===== config.mk =====
export PLATFORM = sky130hd
export DESIGN_NAME = sd_spi_engine
export DESIGN_NICKNAME = d
export VERILOG_FILES = /design/src/rtl/sd_spi_engine_pkg.sv /design/src/rtl/sd_spi_clkgen.sv /design/src/rtl/sd_spi_engine.sv
export SDC_FILE = /design/constraint.sdc
export NUM_CORES = 1
export LEC_CHECK = 0
export BUFFER_PORTS_ARGS = -buffer_cell sky130_fd_sc_hd__buf_2
export CAP_MARGIN = 10
export CORE_MARGIN = 4
export CORE_UTILIZATION = 60
export CTS_CLUSTER_DIAMETER = 100
export CTS_CLUSTER_SIZE = 24
export DETAILED_ROUTE_END_ITERATION = 10
export PLACE_DENSITY = 0.83
export SYNTH_ARGS = -nofsm -noshare
export SYNTH_HDL_FRONTEND = slang
export SYNTH_HIERARCHICAL = 1
export SYNTH_SLANG_ARGS = --single-unit

===== constraint.sdc =====
create_clock -name clk -period 5.22 [get_ports clk]
set_input_delay 0.783 -clock clk [delete_from_list [all_inputs] [get_ports clk]]
set_output_delay 0.783 -clock clk [all_outputs]
set_load 0.01 [all_outputs]

===== src/rtl/sd_spi_engine_pkg.sv =====
// Shared types and constants for the SD-card SPI master engine.
package sd_spi_engine_pkg;
  typedef enum logic [2:0] {
    SPI_IDLE,
    SPI_SETUP,
    SPI_LOW,
    SPI_HIGH,
    SPI_DONE
  } sd_spi_state_t;

  localparam logic [7:0] SD_SPI_FILL = 8'hFF;
endpackage


===== src/rtl/sd_spi_clkgen.sv =====
// Half-period divider: pulses tick every CLK_DIV cycles while enabled.
module sd_spi_clkgen #(
  parameter int CLK_DIV = 4
) (
  input  logic clk,
  input  logic reset_n,
  input  logic clr,
  input  logic en,
  output logic tick
);
  localparam logic [7:0] DIV_LAST = 8'(CLK_DIV - 1);

  logic [7:0] div_cnt;

  assign tick = en && (div_cnt == DIV_LAST);

  always_ff @(posedge clk or negedge reset_n) begin
    if (!reset_n)  div_cnt <= '0;
    else if (clr)  div_cnt <= '0;
    else if (en)   div_cnt <= tick ? 8'd0 : div_cnt + 8'd1;
  end
endmodule


===== src/rtl/sd_spi_engine.sv =====
// SPI mode-0 byte shifter between the mapper's SD registers and the card pins.
module sd_spi_engine
  import sd_spi_engine_pkg::*;
#(
  parameter int         CLK_DIV = 4,
  parameter logic [7:0] RX_FILL = SD_SPI_FILL
) (
  input  logic       clk,
  input  logic       reset_n,
  input  logic       tx,
  input  logic       rx,
  input  logic [7:0] data_to_SD,
  output logic [7:0] data_from_SD,
  output logic       busy,
  input  logic       ss_req,
  output logic       spi_ss,
  output logic       spi_clk,
  output logic       spi_mosi,
  input  logic       spi_miso
);
  sd_spi_state_t state, state_nxt;
  logic [7:0]    shift_reg;
  logic [2:0]    bit_cnt;
  logic          rx_bit;
  logic          tick;

  sd_spi_clkgen #(.CLK_DIV(CLK_DIV)) u_clkgen (
    .clk     (clk),
    .reset_n (reset_n),
    .clr     (state == SPI_SETUP),
    .en      ((state == SPI_LOW) || (state == SPI_HIGH)),
    .tick    (tick)
  );

  always_ff @(posedge clk or negedge reset_n) begin
    if (!reset_n) state <= SPI_IDLE;
    else          state <= state_nxt;
  end

  always_comb begin
    state_nxt = state;
    case (state)
      SPI_IDLE:  if (tx || rx) state_nxt = SPI_SETUP;
      SPI_SETUP: state_nxt = SPI_LOW;
      SPI_LOW:   if (tick) state_nxt = SPI_HIGH;
      SPI_HIGH:  if (tick) state_nxt = (bit_cnt == 3'd7) ? SPI_DONE : SPI_LOW;
      SPI_DONE:  state_nxt = SPI_IDLE;
      default:   state_nxt = SPI_IDLE;
    endcase
  end

  // data_from_SD only updates in DONE, so an aborted byte never leaks out.
  always_ff @(posedge clk or negedge reset_n) begin
    if (!reset_n) begin
      shift_reg    <= '0;
      bit_cnt      <= '0;
      rx_bit       <= 1'b0;
      busy         <= 1'b0;
      spi_clk      <= 1'b0;
      spi_mosi     <= 1'b1;
      data_from_SD <= 8'hFF;
    end else begin
      case (state)
        SPI_IDLE: begin
          if (tx) begin
            shift_reg <= data_to_SD;
            busy      <= 1'b1;
          end else if (rx) begin
            shift_reg <= RX_FILL;
            busy      <= 1'b1;
          end
        end
        SPI_SETUP: begin
          spi_mosi <= shift_reg[7];
          bit_cnt  <= '0;
        end
        SPI_LOW: begin
          if (tick) begin
            spi_clk <= 1'b1;
            rx_bit  <= spi_miso;
          end
        end
        SPI_HIGH: begin
          if (tick) begin
            spi_clk   <= 1'b0;
            shift_reg <= {shift_reg[6:0], rx_bit};
            bit_cnt   <= bit_cnt + 3'd1;
            // shift_reg[6] becomes the MSB after this shift
            if (bit_cnt != 3'd7) spi_mosi <= shift_reg[6];
          end
        end
        SPI_DONE: begin
          data_from_SD <= shift_reg;
          busy         <= 1'b0;
          spi_mosi     <= 1'b1;
        end
        default: ;
      endcase
    end
  end

  always_ff @(posedge clk or negedge reset_n) begin
    if (!reset_n) spi_ss <= 1'b1;
    else          spi_ss <= ~ss_req;
  end
endmodule


Yosys cells after proc, flatten, opt, wreduce, memory -nomap -nowiden
Cells that the tools add are included.
- input bits: 14
- register bits after elaboration: 35
- output and inout bits: 12
- logic and storage cells: 65
- bitwise logic cells: 1
- equal/unequal tests: 12
- reductions and logical operators: 17
- muxes and demuxes: 23
- add/sub/neg operators: 2
- operators with widths (operator ; number):
    8-bit two-way mux ; 6
    8-bit case mux with 2 select lines ; 1
    3-bit two-way mux ; 5
    3-bit case mux with 4 select lines ; 1
    3-bit AND reduction ; 4
    2-bit nonzero test ; 5
    8-bit by 1-bit adder with 8-bit output (second input constant) ; 1
    8-bit by 2-bit == test with 1-bit output (second input constant) ; 1
    3-bit by 2-bit == test with 1-bit output (second input constant) ; 2
    3-bit == test (second input constant) ; 2
    1-bit two-way mux ; 6
    2-bit by 1-bit inequality test with 1-bit output (second input constant) ; 3
    3-bit inequality test (second input constant) ; 2
    3-bit case mux with 2 select lines ; 1
    2-bit AND reduction ; 3
    1-bit case mux with 2 select lines ; 2
    3-bit by 1-bit adder with 3-bit output (second input constant) ; 1
    3-bit by 1-bit == test with 1-bit output (second input constant) ; 1
    3-bit zero test ; 1
    1-bit case mux with 3 select lines ; 1
    3-bit nonzero test ; 1
    1-bit logical OR ; 2
    2-bit inequality test (second input constant) ; 1
    1-bit logical AND ; 1
    1-bit inverter ; 1

Longest topological paths before layout
Gate-level depths: netlist of the first run.
- word-level depth: 6
- gate-level depth with buffers: 11
- gate-level depth less buffers: 7

Cells and area by module
The synthesis of the first run kept the hierarchy.
- by module, submodules not included (module ; cells an instance ; seq. area each (um^2) ; times used ; area an instance (um^2)):
    sd_spi_engine ; 117 ; 688.2 ; 1 ; 1320.0
    sd_spi_clkgen ; 43 ; 200.2 ; 1 ; 435.4

Worst setup path after synthesis of the first run
No wires, ideal clock.
- path type: register to register
- from: reg state[2]
- to: reg shift_reg[1]
- buffers on the path: 4
- stages on the path, launching flop included: 11
- setup time: 0.125 ns
- required time: 5.095 ns
- arrival: 2.038 ns
- clock period less this slack: 2.162 ns
- slack: 3.058 ns
- path through: dfrtp_1 > buf_2 > nor2b_1 > buf_2 > buf_2 > nand2_1 > nor4_2 > buf_4 > nand3_4 > a21oi_4 > mux2_2
- word-level cells in the longest chain between the ends: 5
- elaborated cells on any way between the ends: 10
- classes of those cells: eq/ne (4); mux (1); reduce/logical (5)
- RTL lines (element ; line ; RTL):
    from (decl) ; sd_spi_engine.sv:21 ; sd_spi_state_t state, state_nxt;
    from (signal assigned) ; sd_spi_engine.sv:37 ; else state <= state_nxt;
    3-bit by 2-bit == test with 1-bit output ; sd_spi_engine.sv:31 ; .en ((state == SPI_LOW) || (state == SPI_HIGH)),
    1-bit logical OR (*) ; sd_spi_engine.sv:31 ;
    1-bit logical AND (*) ; sd_spi_clkgen.sv:15 ; assign tick = en && (div_cnt == DIV_LAST);
    net tick ; sd_spi_engine.sv:25 ; logic tick;
    2-bit by 1-bit inequality test with 1-bit output (no line) (*) ; -- ;
    3-bit AND reduction (no line) (*) ; -- ;
    to (signal assigned) ; sd_spi_engine.sv:66 ; shift_reg <= data_to_SD;
    to (signal assigned) ; sd_spi_engine.sv:86 ; shift_reg <= {shift_reg[6:0], rx_bit};
    to (decl) ; sd_spi_engine.sv:22 ; logic [7:0] shift_reg;
Mark *: on every way through the listed nets, which the timed path passes. The rest lies on a longest branch.
A chain may end at the register's enable or synchronous reset.

Final worst setup path of the first run
- from: reg state[1]
- to: reg shift_reg[4]
The elaborated chain is that of the path after synthesis.

==> key figures, run 1 <==
Floorplanning
  • Die area: 3860 um^2
  • Num rows: 19
  • Die width: approximately 62 um
  • Initial Util: 0.631
  • Die Span Y: 62.1 um
  • CORE AREA: 2780 um^2
  • Num ports: 26

Cells and area
  • ANT cells: 0
  • Area Growth Syn to Fin: 9.12%
  • Share of post-route cells with drive strength above 1: 0.355
  • Register Area: 888 um^2
  • Fin cells: 214
  • Multi-input logic area: 769 um^2
  • Finished Cell Area: 1920 um^2
  • Filler instances: 216
  • Final net count: between 150 and 200
  • Core Util, Final: 0.689

Flow run
  • Max Cap Violations: 0

Logic synthesis
  • Library cells used by synthesis: slightly above 40
  • Synthesized area: 1760 um^2
  • Yosys warns: 6
  • Seq/Total Area, Yosys: 0.506
  • Synth Area per Inst: 11.0 um^2
  • Syn Nets: 177
  • Synth Instances: 160
  • Yosys reg bits: 35

Critical path
  • Crit path required time: 5450 ps
  • Startpoint types: flop
  • Crit end category: flop
  • Crit Path Max Fanout: 14
  • Setup CP Type: flop to flop
  • CP Data Arrival Time: 3670 ps

Place
  • Post-Place Worst Slack: 1850 ps
  • Post-DP Area: between 1500 and 2000 um^2
  • Inst Count DP: 206
  • Gp weighted congestion: 0.847
  • Post-DP HPWL: about 2500 um
  • PortBufs: 25

Route
  • Drt pass-1 iters: 4
  • Initial DRC count: 32
  • WL per Instance: 16.0 um
  • Vias per cell: 5.99
  • Post-route DRC violation count: 0
  • Via Count: around 1300
  • Post-DRT Antenna Nets: 0
  • Routed WL: 3430 um

Clock network
  • Clk sinks: 35
  • H-tree depth: 2
  • Clock-pin slew on the worst setup and hold paths: roughly 100 ps
  • CTS tree: built
  • Clock Path Buffers: 2
  • Total CTS buffers: 5
  • Hold_buf cts: 0
  • Root Driver: clkbuf_4
  • Post_cts resized: 0
  • Number of buffers added for setup after CTS: 0
  • Clock Latency Late Sink: 340 ps

Hold path
  • HP Class: input port to asynchronous set/reset pin

STA
  • F_max: 291 MHz
  • Setup violators final: 0
  • Clk_skew: 5.81 ps
  • Period utilization: 0.658
  • Final hold violations: 0
  • RSZ-0062 raised after global routing: no
  • Final WS setup: 1780 ps
  • Setup tns final: 0 ps
  • Tightest Pin Transition: 947 ps
  • Worst relative slew slack: 0.364
  • Final Hold Slack: 499 ps
  • Max Slew Vio Count: 0
  • Fin crit period: 3440 ps

Global routing
  • Initial antenna violation count: 0
  • Largest net degree at the start of global routing: 36
  • First-pass GRT wire length: 5690 um
  • Busiest layer in global routing: met2
  • Met1 Track Usage GR: 0.255
  • Grt total ovfl: 0
  • Global-route track usage on met2: 0.312
  • Vias in the first global route: 1302
  • Met3 GRT Util: 0.0702
  • Tot GR Track Use: 0.202

Pwr
  • Power, Total: 449 uW
  • Power Density: 235 nW/um^2
  • Leakage: 0.897 nW
  • VDD IR max: 257 uV

Status
  • Status: completed
==> power breakdown <==
group	switching (mW)	internal, mW	total (mW)
combinational	0.0101	0.00719	0.0173
clock	0.0899	0.0653	0.155
sequential	0.00206	0.275	0.277
==> logic make-up after synthesis <==
group                      after synthesis  share of synthesized area
and+or+nand+nor                         49                      0.165
muxes                                   19                      0.119
xor gates and xnor gates                 4                     0.0200
buffers and inverters                   19                     0.0556
DFF                                     35                      0.506
adders and majority gates                3                     0.0214
AOI/OAI and AO/OA                       31                      0.113
==> critical path, cell delays in order (launching register included) <==
cell     delay, ps
dfrtp_1        620
nor2b_1        810
nand2_1        280
nor4_2         770
nand3_4        150
a21oi_4        330
mux2_2         380
==> final timing paths <==
check	start	end	slack [ps]	cells past startpoint
setup reg to reg	state[1]$_DFFE_PN0P_	shift_reg[4]$_DFFE_PN0P_	1780	6
min in group clk	data_from_SD[0]$_DFFE_PN1N_	data_from_SD[0]$_DFFE_PN1N_	510	2
hold reg to reg	data_from_SD[0]$_DFFE_PN1N_	data_from_SD[0]$_DFFE_PN1N_	510	2
max in group asynchronous	reset_n	state[1]$_DFFE_PN0P_	4240	1
setup / recovery	state[1]$_DFFE_PN0P_	shift_reg[4]$_DFFE_PN0P_	1780	6
hold / removal	reset_n	state[0]$_DFFE_PN0P_	500	1
==> synth_stat cells (all sizes together) <==
cell    instances  area share
buf             9       0.033
a31oi           2      0.0071
o22ai           2      0.0071
nand3           8       0.030
a21oi           6       0.024
a22o            3       0.015
nor3            2      0.0086
mux2i           4       0.023
xor2            3       0.015
o21ai          14       0.042
or4             1      0.0064
nand4           4       0.018
or2b            1      0.0043
nor4            1      0.0071
a21o            1      0.0043
a211oi          1      0.0043
ha              3       0.021
nor2            9       0.024
dfrtp          25        0.36
xnor2           1      0.0050
clkbuf          1      0.0028
a21boi          1      0.0043
mux2           15       0.096
inv             9       0.019
a311oi          1      0.0050
dfstp          10        0.15
or3             4       0.014
nor2b           1      0.0036
nand3b          4       0.017
nand2          12       0.026
nand2b          2      0.0071
==> metal layers <==
metal / share of wire / wire [um]
met1: 0.44 / 1520
met2: 0.49 / 1680
met3: 0.047 / 162
met4: 0.022 / 74
met5: 0 / 0
==> layout by cell type (no fill, tap or decap), types with 2 or more instances in the layout <==
cell,synthesis,routed
nand2_1,12,12
nand2b_1,2,2
a31oi_1,2,2
dfstp_2,10,10
mux2i_1,4,4
a22o_1,3,3
mux2_2,15,15
xor2_1,3,3
inv_1,9,9
nand4_1,3,3
ha_1,3,3
a21oi_1,5,5
dfrtp_1,25,25
clkbuf_4,0,5
nand3b_1,4,4
nand3_1,7,7
o22ai_1,2,2
or3_1,4,4
nor2_1,8,8
buf_2,5,25
o21ai_0,12,12
==> area by class of cell <==
cell class                 count  area share
inverter                       9      0.0176
sequential                    35       0.464
tap                           31      0.0202
multi-input combinational    106       0.402
timing repair buffer          25      0.0653
clock inverter                 1     0.00261
clock buffer                   7      0.0287
(Power assumes the default switching activity.)
==> inputs of run 2 (changes only) <==
CORE_UTILIZATION = 56   (was 60)
PLACE_DENSITY = 0.79   (was 0.83)
clock period = 3.4 ns   (was 5.22 ns; I/O delays follow)
==> key figures, run 2 (same netlist as run 1, synthesis figures left out) <==
STA
  • Max Slew Vio Count: 0
  • RSZ-0062 raised after global routing: no
  • Worst relative slew slack: 0.493
  • Setup violators final: 0
  • Final Hold Slack: 226 ps
  • Fin crit period: between 2000 and 2500 ps
  • Tightest Pin Transition: about 760 ps
  • Final hold violations: 0
  • F_max: ~420 MHz
  • Setup tns final: 0 ps
  • Final WS setup: 992 ps
  • Period utilization: 0.708
  • Clk_skew: 3.54 ps

Cells and area
  • Most frequent cells in the layout: dfrtp_1 (25), buf_2 (25), mux2_2 (15)
  • Filler instances: 236
  • Finished Cell Area: 1940 um^2
  • Multi-input logic area: 769 um^2
  • Register Area: 888 um^2
  • Area Growth Syn to Fin: 10.3%
  • ANT cells: 0
  • Final net count: 201
  • Share of post-route cells with drive strength above 1: 0.357

Floorplanning
  • CORE AREA: ~3000 um^2
  • Initial Util: 0.580
  • Num ports: 26
  • Num rows: 20
  • Die Span Y: 64.0 um
  • Die width: approximately 64 um
  • Die area: 4090 um^2

Route
  • Post-route DRC violation count: 0
  • WL per Instance: ~14 um
  • Routed WL: 3240 um
  • Initial DRC count: 28
  • Via Count: 1249
  • Drt pass-1 iters: 4
  • Post-DRT Antenna Nets: 0
  • Vias per cell: 5.45

Clock network
  • Root Driver: clkbuf_4
  • CTS tree: built
  • Post_cts resized: 0
  • Clk sinks: 35
  • Clock Latency Late Sink: 340 ps
  • Number of buffers added for setup after CTS: 0
  • Clock Path Buffers: 2
  • Clock-pin slew on the worst setup and hold paths: 100 ps
  • H-tree depth: 2
  • Hold_buf cts: 0
  • Total CTS buffers: 5

Place
  • Post-Place Worst Slack: 1030 ps
  • Post-DP HPWL: around 2400 um
  • Gp weighted congestion: 0.806
  • PortBufs: 25
  • Post-DP Area: 1890 um^2

Global routing
  • Grt total ovfl: 0
  • Vias in the first global route: 1258
  • First-pass GRT wire length: between 5000 and 6000 um
  • Tot GR Track Use: 0.181
  • Largest net degree at the start of global routing: 36
  • Initial antenna violation count: 0

Critical path
  • Worst path depth: 8
  • CP Data Arrival Time: 2630 ps
  • Crit Path Max Fanout: 14
  • CP peak stage delay: approximately 610 ps
  • R2R Setup Slk: 990 ps
  • RR Endpoint: shift_reg[4]$_DFFE_PN0P_
  • Crit path required time: 3630 ps
  • Startpoint types: flop
  • RR Startpoint: state[1]$_DFFE_PN0P_
  • Crit end category: flop
  • Most repeated library cell on the critical path: buf_4
  • Setup CP Type: flop to flop
  • Length in cells of the worst reg-to-reg path: 8
  • Worst path top cell family by delay: flip-flops
  • WP buf/inv: 2
  • Slowest stage cell, crit path: dfrtp_1
  • CP Cell Sequence: nor2b_1 > buf_4 > nand2_1 > nor4_2 > buf_4 > nand3_4 > a21oi_4 > mux2_2

Pwr
  • Leakage: 0.901 nW
  • VDD IR max: 239 uV
  • Power Density: 343 nW/um^2

Status
  • Status: completed

Flow run
  • Max Cap Violations: 0

Hold path
  • HP Class: input port to asynchronous set/reset pin
==> run 2: cell types whose count changed in the layout (fill, tap and decap cells not counted) <==
| cell | delta |
|---|---|
| buf_4 | +2 |
| clkbuf_1 | +1 |
| clkbuf_8 | -1 |
==> run 2: worst max-delay path by stage <==
stage / from / end / slack (ps)
floorplan: state[2]$_DFFE_PN0P_ / shift_reg[1]$_DFFE_PN0P_ / 1240
global placement: state[1]$_DFFE_PN0P_ / shift_reg[6]$_DFFE_PN0P_ / 1110
detailed placement: state[1]$_DFFE_PN0P_ / shift_reg[4]$_DFFE_PN0P_ / 1030
CTS: state[1]$_DFFE_PN0P_ / shift_reg[4]$_DFFE_PN0P_ / 990
global route: state[1]$_DFFE_PN0P_ / shift_reg[4]$_DFFE_PN0P_ / 810
finish: state[1]$_DFFE_PN0P_ / shift_reg[4]$_DFFE_PN0P_ / 990
==> run 2: stage by stage <==
step / utilization / power (mW) / instances
2_1_floorplan: - / 0.441 / 160
3_3_place_gp: 0.623 / 0.458 / 221
3_5_place_dp: 0.623 / 0.460 / 221
4_1_cts: 0.640 / 0.670 / 229
5_1_grt: 0.640 / 0.695 / 229
6_report: 0.640 / 0.664 / 229
==> run 2: routing by layer <==
| metal | up-vias | part of all wire | global-route usage |
|---|---|---|---|
| met2 | 25 | 0.48 | 0.272 |
| met5 | - | 0 | 0 |
| met4 | 0 | 0.019 | 0.0809 |
| met1 | 594 | 0.46 | 0.227 |
| li1 | 623 | - | - |
| met3 | 7 | 0.046 | 0.0738 |
==> run 2: final cells by class <==
type | count | area share
timing repair buffer | 27 | 0.0724
inverter | 9 | 0.0174
tap | 44 | 0.0284
clock buffer | 7 | 0.0233
multi-input combinational | 106 | 0.397
clock inverter | 1 | 0.00258
sequential | 35 | 0.459
==> run 2: report_power, final <==
| group | internal (mW) | switching [mW] | total [mW] |
|---|---|---|---|
| combinational | 0.0110 | 0.0155 | 0.0265 |
| sequential | 0.422 | 0.00339 | 0.425 |
| clock | 0.0805 | 0.131 | 0.212 |
